<file path="src/rtl/mig_node_if.sv">
// mig_node_if: descriptor handshake bus feeding the MIG node evaluator.
interface mig_node_if #(
    parameter int IDX_W = 8
) ();
    logic             desc_valid;
    logic             desc_ready;
    logic [IDX_W-1:0] desc_a;
    logic [IDX_W-1:0] desc_b;
    logic [IDX_W-1:0] desc_c;
    logic [2:0]       desc_inv;
    logic             desc_last;
    logic             desc_out_inv;
    modport master (
        output desc_valid, desc_a, desc_b, desc_c, desc_inv, desc_last, desc_out_inv,
        input  desc_ready
    );
    modport slave (
        input  desc_valid, desc_a, desc_b, desc_c, desc_inv, desc_last, desc_out_inv,
        output desc_ready
    );
endinterface

</file>
<file path="src/rtl/mig_node_evaluator.sv">
// mig_node_evaluator: replays a topologically ordered MIG netlist against a latched PI vector.
module mig_node_evaluator #(
    parameter int NUM_PI    = 4,
    parameter int MAX_NODES = 128,
    parameter int IDX_W     = 8
) (
    input  logic              clk,
    input  logic              rst,
    input  logic              start,
    input  logic [NUM_PI-1:0] pi,
    mig_node_if.slave         d,
    output logic              busy,
    output logic              po,
    output logic              po_valid,
    output logic              err,
    output logic [IDX_W-1:0]  node_count
);
    typedef enum logic [1:0] {IDLE, RUN, DONE} state_t;
    state_t           state, nxt;
    logic             vals [2**IDX_W];
    logic             go, acc, bad, va, vb, vc, res;
    logic [IDX_W-1:0] lim;
    assign d.desc_ready = state == RUN;
    assign busy         = state == RUN;
    assign po_valid     = state == DONE;
    // Anything at or above lim is not yet defined: forward, self or out-of-range reference.
    always_comb begin
        go  = state == IDLE && start;
        acc = d.desc_valid && d.desc_ready;
        lim = IDX_W'(NUM_PI + 1) + node_count;
        va  = vals[d.desc_a] ^ d.desc_inv[0];
        vb  = vals[d.desc_b] ^ d.desc_inv[1];
        vc  = vals[d.desc_c] ^ d.desc_inv[2];
        res = (va & vb) | (va & vc) | (vb & vc);
        bad = d.desc_a >= lim || d.desc_b >= lim || d.desc_c >= lim ||
              node_count == IDX_W'(MAX_NODES);
        nxt = go ? RUN :
              state == DONE ? IDLE :
              acc && bad ? IDLE :
              acc && d.desc_last ? DONE : state;
    end
    always_ff @(posedge clk) begin
        if (rst) begin
            state      <= IDLE;
            po         <= 1'b0;
            err        <= 1'b0;
            node_count <= '0;
        end else begin
            state <= nxt;
            if (go) begin
                err        <= 1'b0;
                node_count <= '0;
            end
            if (acc && bad) err <= 1'b1;
            if (acc && !bad) node_count <= node_count + 1'b1;
            if (acc && !bad && d.desc_last) po <= res ^ d.desc_out_inv;
        end
    end
    // Value store: slot 0 is constant 0, then the PIs, then gate results; never cleared.
    always_ff @(posedge clk) begin
        if (go) begin
            vals[0] <= 1'b0;
            for (int i = 0; i < NUM_PI; i++) vals[IDX_W'(i + 1)] <= pi[i];
        end
        if (acc && !bad) vals[lim] <= res;
    end
endmodule

</file>
<file path="src/flat_wrapper.sv">
// flat-port wrapper written by rule: the top's interface ports become plain ports
module mig_node_evaluator_flat 
#(
    parameter int NUM_PI    = 4,
    parameter int MAX_NODES = 128,
    parameter int IDX_W     = 8
)
  (clk, rst, start, pi, busy, po, po_valid, err, node_count, d_desc_valid, d_desc_a, d_desc_b, d_desc_c, d_desc_inv, d_desc_last, d_desc_out_inv, d_desc_ready);
  mig_node_if #(.IDX_W(IDX_W)) d_i ();
  input  logic clk;
  input  logic rst;
  input  logic start;
  input  logic [NUM_PI-1:0] pi;
  output logic busy;
  output logic po;
  output logic po_valid;
  output logic err;
  output logic [IDX_W-1:0] node_count;
  input wire logic [$bits(d_i.desc_valid)-1:0] d_desc_valid;
  input wire logic [$bits(d_i.desc_a)-1:0] d_desc_a;
  input wire logic [$bits(d_i.desc_b)-1:0] d_desc_b;
  input wire logic [$bits(d_i.desc_c)-1:0] d_desc_c;
  input wire logic [$bits(d_i.desc_inv)-1:0] d_desc_inv;
  input wire logic [$bits(d_i.desc_last)-1:0] d_desc_last;
  input wire logic [$bits(d_i.desc_out_inv)-1:0] d_desc_out_inv;
  output wire logic [$bits(d_i.desc_ready)-1:0] d_desc_ready;
  assign d_i.desc_valid = d_desc_valid;
  assign d_i.desc_a = d_desc_a;
  assign d_i.desc_b = d_desc_b;
  assign d_i.desc_c = d_desc_c;
  assign d_i.desc_inv = d_desc_inv;
  assign d_i.desc_last = d_desc_last;
  assign d_i.desc_out_inv = d_desc_out_inv;
  assign d_desc_ready = d_i.desc_ready;
  mig_node_evaluator #(.NUM_PI(NUM_PI), .MAX_NODES(MAX_NODES), .IDX_W(IDX_W)) u_core (.clk(clk), .rst(rst), .start(start), .pi(pi), .d(d_i), .busy(busy), .po(po), .po_valid(po_valid), .err(err), .node_count(node_count));
endmodule
</file>
<file path="config.mk">
export PLATFORM = sky130hd
export DESIGN_NAME = mig_node_evaluator_flat
export DESIGN_NICKNAME = d
export VERILOG_FILES = /design/src/rtl/mig_node_if.sv /design/src/rtl/mig_node_evaluator.sv /design/src/flat_wrapper.sv
export SDC_FILE = /design/constraint.sdc
export NUM_CORES = 1
export LEC_CHECK = 0
export BUFFER_PORTS_ARGS = -buffer_cell sky130_fd_sc_hd__buf_4
export CORE_MARGIN = 2
export CORE_UTILIZATION = 25
export CTS_CLUSTER_DIAMETER = 60
export DETAILED_ROUTE_END_ITERATION = 16
export HOLD_SLACK_MARGIN = 0.08
export PLACE_DENSITY = 0.36
export SETUP_SLACK_MARGIN = 0.4
export SLEW_MARGIN = 15
export SYNTH_ARGS = -nofsm -noshare
export SYNTH_HDL_FRONTEND = slang
export SYNTH_SLANG_ARGS = --single-unit
</file>
<file path="constraint.sdc">
create_clock -name clk -period 6.7 [get_ports clk]
set_input_delay 0.335 -clock clk [delete_from_list [all_inputs] [get_ports clk]]
set_output_delay 0.335 -clock clk [all_outputs]
set_load 0.01 [all_outputs]
</file>
==> impl_metrics.py <==
metrics = {
    "run_status": {
        "status": "completed",
    },
    "global_routing": {
        "grt_max_degree": 76,
        "grt_pass1_vias": 12500,
        "grt_usage_pct": 20.1,
        "gr-total-overflow": 0,
        "antenna_found_initial": 2,
        "grt_pass1_wl_microns": 99000,
    },
    "logic_synthesis": {
        "yosysTopAreaCell": "edfxtp_1",
        "async_reset_ff_share_pct": 0,
        "synth_top_area_share_pct": 45.1,
        "yosysSeqAreaShare_pct": 46.6,
        "yosysWarnings": 0,
        "synth-seq-cells": 268,
        "syn_area_sq_um": 17000,
        "ys_top_cells_by_area": "edfxtp_1, mux4_2, nor2_1, mux2i_1, mux4_1",
        "synth-main-ff-cell": "edfxtp_1",
        "syn_inst": 1336,
        "synth-edff-count": 256,
        "synth_cell_types": 66,
        "avgSynthCellArea_sq_um": 12.7,
        "syn_nets": 1397,
    },
    "clock_network": {
        "clkLatencyLatePin_ns": 0.57,
        "post-cts-setup-buffers": 0,
        "cts_resized": 0,
        "clock_path_buffers": 3,
        "cts_sinks": 268,
        "cts_tree": "built",
        "cts-root-buf": "clkbuf_16",
        "cts_inserted_buffers": 38,
        "clk_transition_reported_paths_ns": 0.05,
        "htree_levels": 2,
    },
    "sta": {
        "fin_crit_ns": 5.01,
        "slew_viol_final": 0,
        "slew_headroom_pct": 33.4,
        "finalSetupTns_ns": 0,
        "worstMarginPinSlew_ns": 0.992,
        "rsz0062_at_grt": "no",
        "setup_viol": 0,
        "finalHoldViolCount": 0,
        "final.period_utilization_pct": 74.7,
        "finClkSkew_ns": 0.0332,
        "fmax_mhz": 200,
    },
    "drt": {
        "vias": 12600,
        "antenna_left": 0,
        "wl_per_cell_microns": 31.4,
        "wl_microns": 70800,
        "drc": 0,
        "dr.pass1.iters": 5,
        "drt-initial-drc-count": 1405,
        "viasPerCell": 5.59,
    },
    "die": {
        "chipWidth_microns": 265,
        "fp-row-count": 95,
        "dieArea_sq_um": 70200,
        "start_util_pct": 25.3,
        "core_area_sq_um": 67300,
        "ios": 50,
        "die_y_microns": 265,
    },
    "final_layout": {
        "layout_common_cells": "nor2_1, edfxtp_1, mux4_2",
        "diodes": 0,
        "final_nets": 1415,
        "layout-area-overhead-vs-synth_pct": 14.4,
        "final_common_cell": "nor2_1",
        "fillCellCount": 6873,
        "utilization_pct": 29.0,
        "drive_gt1_share_pct": 24.1,
    },
    "power": {
        "p_switching_w": 0.00124,
        "p_int_w": 0.00334,
        "peakVddDrop_mv": 0.180,
        "swShare_pct": 27.1,
        "power_density_nw_per_um2": 235,
        "leakagePower_nw": 6.00,
        "power_w": 0.00458,
        "combPwrFrac_pct": 13.7,
        "sequentialPowerShare_pct": 43.2,
        "pwr-share-clk_pct": 43.2,
    },
    "worst_setup_path": {
        "criticalPathCategory": "reg2reg",
        "start_kind": "flop",
        "crit_top_cell": "nor2_1",
        "cp_cell_sequence": "ha_1 -> nor2b_1 -> nor2_1 -> inv_1 -> ha_1 -> a21o_1 -> a21o_1 -> a221oi_1 -> o21ai_1 -> or3b_1 -> nor2_1 -> buf_4 -> nand4_1 -> buf_4 -> nor2_1",
        "worst_ep_required_time_ns": 6.95,
        "cp_data_arrival_time_ns": 5.25,
        "crit_path_end_kind": "flop",
        "crit_fanout": 21,
        "cpMaxStageDelayCell": "nand4_1",
        "cp_slowest_stage_delay_ns": 0.56,
    },
    "place": {
        "place.gp.congestion": 0.818,
        "hpwlAfterDp_microns": 45700,
        "port_buffers": 49,
    },
    "min_path": {
        "hp-class": "in2reg",
    },
    "run": {
        "maxCapViolations": 0,
    },
}
-- timing repair --
action | 4_1_cts | 5_1_grt
hold buffers | 5 | 0
endpoints found under the setup margin | 0 | 0
endpoints found under the hold margin | 16 | 0
-- sequential cells by signal, summed over array words and instances, names as in the netlist --
name and cells:
u_core.vals 256, u_core.err 1, u_core.node_count 8, u_core.state 2
u_core.po 1
-- critical path, delay by kind of cell (launching register included) --
family	cells	cell delay (ns)
AND/OR/NAND/NOR	6	1.78
AO/OA/AOI/OAI	4	0.75
adder cells (fa/ha/maj)	2	0.61
buffers and inverters	3	1.03
flip-flops	1	0.49
-- cells by family (layout without fill, tap and decap cells) --
logic type | count (synthesis) | count (layout) | share of synthesized area (%)
muxes | 247 | 247 | 28.0
AOI/OAI and AO/OA | 164 | 164 | 6.71
buffers and inverters | 132 | 178 | 3.73
DFF | 268 | 268 | 46.6
and+or+nand+nor | 494 | 494 | 12.9
xor gates and xnor gates | 7 | 7 | 0.360
adders and majority gates | 24 | 24 | 1.76
-- metrics by stage --
step                std cells  hold WS [ns]  instance area [sq um]  setup WS [ns]
CTS                      2255         0.110                  19500           1.79
floorplan                1336         0.407                  17000           2.70
detailed placement       2182         0.456                  18200           1.33
global placement         2182         0.453                  18200           1.39
global route             2255         0.153                  19500           1.48
finish                   2255         0.136                  19500           1.69
-- cell type report --
type | instances | area (sq um) | area share [%]
Tap cell | 873 | 1090 | 5.60
Multi-Input combinational cell | 936 | 8470 | 43.4
Clock inverter | 25 | 210 | 1.08
Sequential cell | 268 | 7930 | 40.7
Timing Repair Buffer | 90 | 726 | 3.72
Clock buffer | 43 | 991 | 5.08
Inverter | 20 | 75.1 | 0.385
-- final timing paths --
check / end / cells past startpoint / from / slack [ns]
setup / recovery: u_core.vals[52] / 15 / u_core.node_count[0] / 1.69
hold reg to reg: u_core.err / 2 / u_core.err / 0.47
hold / removal: u_core.state[1] / 3 / d_desc_last / 0.14
setup reg to reg: u_core.vals[52] / 15 / u_core.node_count[0] / 1.69
-- synthesized netlist by cell type, drive strengths merged (3+ instances only) --
library cell / count
o221ai: 17
mux2i: 52
clkinv: 4
nand4: 19
inv: 16
a211oi: 4
xor2: 3
buf: 50
and3: 6
nand2: 67
dfxtp: 12
o2111ai: 7
or3: 5
o22ai: 20
clkbuf: 62
nor2b: 17
xnor2: 4
and2: 7
ha: 24
a21oi: 30
mux2: 18
o211ai: 7
nand2b: 12
nand3b: 4
o31ai: 5
nor3: 12
mux4: 177
a31o: 3
a31oi: 12
nor3b: 3
a22oi: 11
o21ai: 16
a2111oi: 5
nor4: 8
a21o: 12
nand3: 49
or2: 4
edfxtp: 256
nor2: 274
-- metal layers --
layer / part of all wire, % / GRT usage [%] / vias up
li1: - / - / 5323
met1: 44 / 27.0 / 6687
met2: 47 / 32.1 / 510
met3: 7.2 / 4.86 / 88
met4: 2.7 / 5.65 / 4
met5: 0.038 / 0 / -
-- power groups by stage --
| stage | Sequential [W] | Clock (W) | Combinational [W] |
|---|---|---|---|
| after floorplan | 0.00201 | 0 | 0.000364 |
| after global placement | 0.00201 | 0 | 0.000626 |
| after detailed placement | 0.00201 | 0 | 0.000627 |
| after CTS | 0.00198 | 0.00203 | 0.000630 |
| after global routing | 0.00198 | 0.00208 | 0.000667 |
| final | 0.00198 | 0.00198 | 0.000626 |
Power figures use the tool's default switching activity.
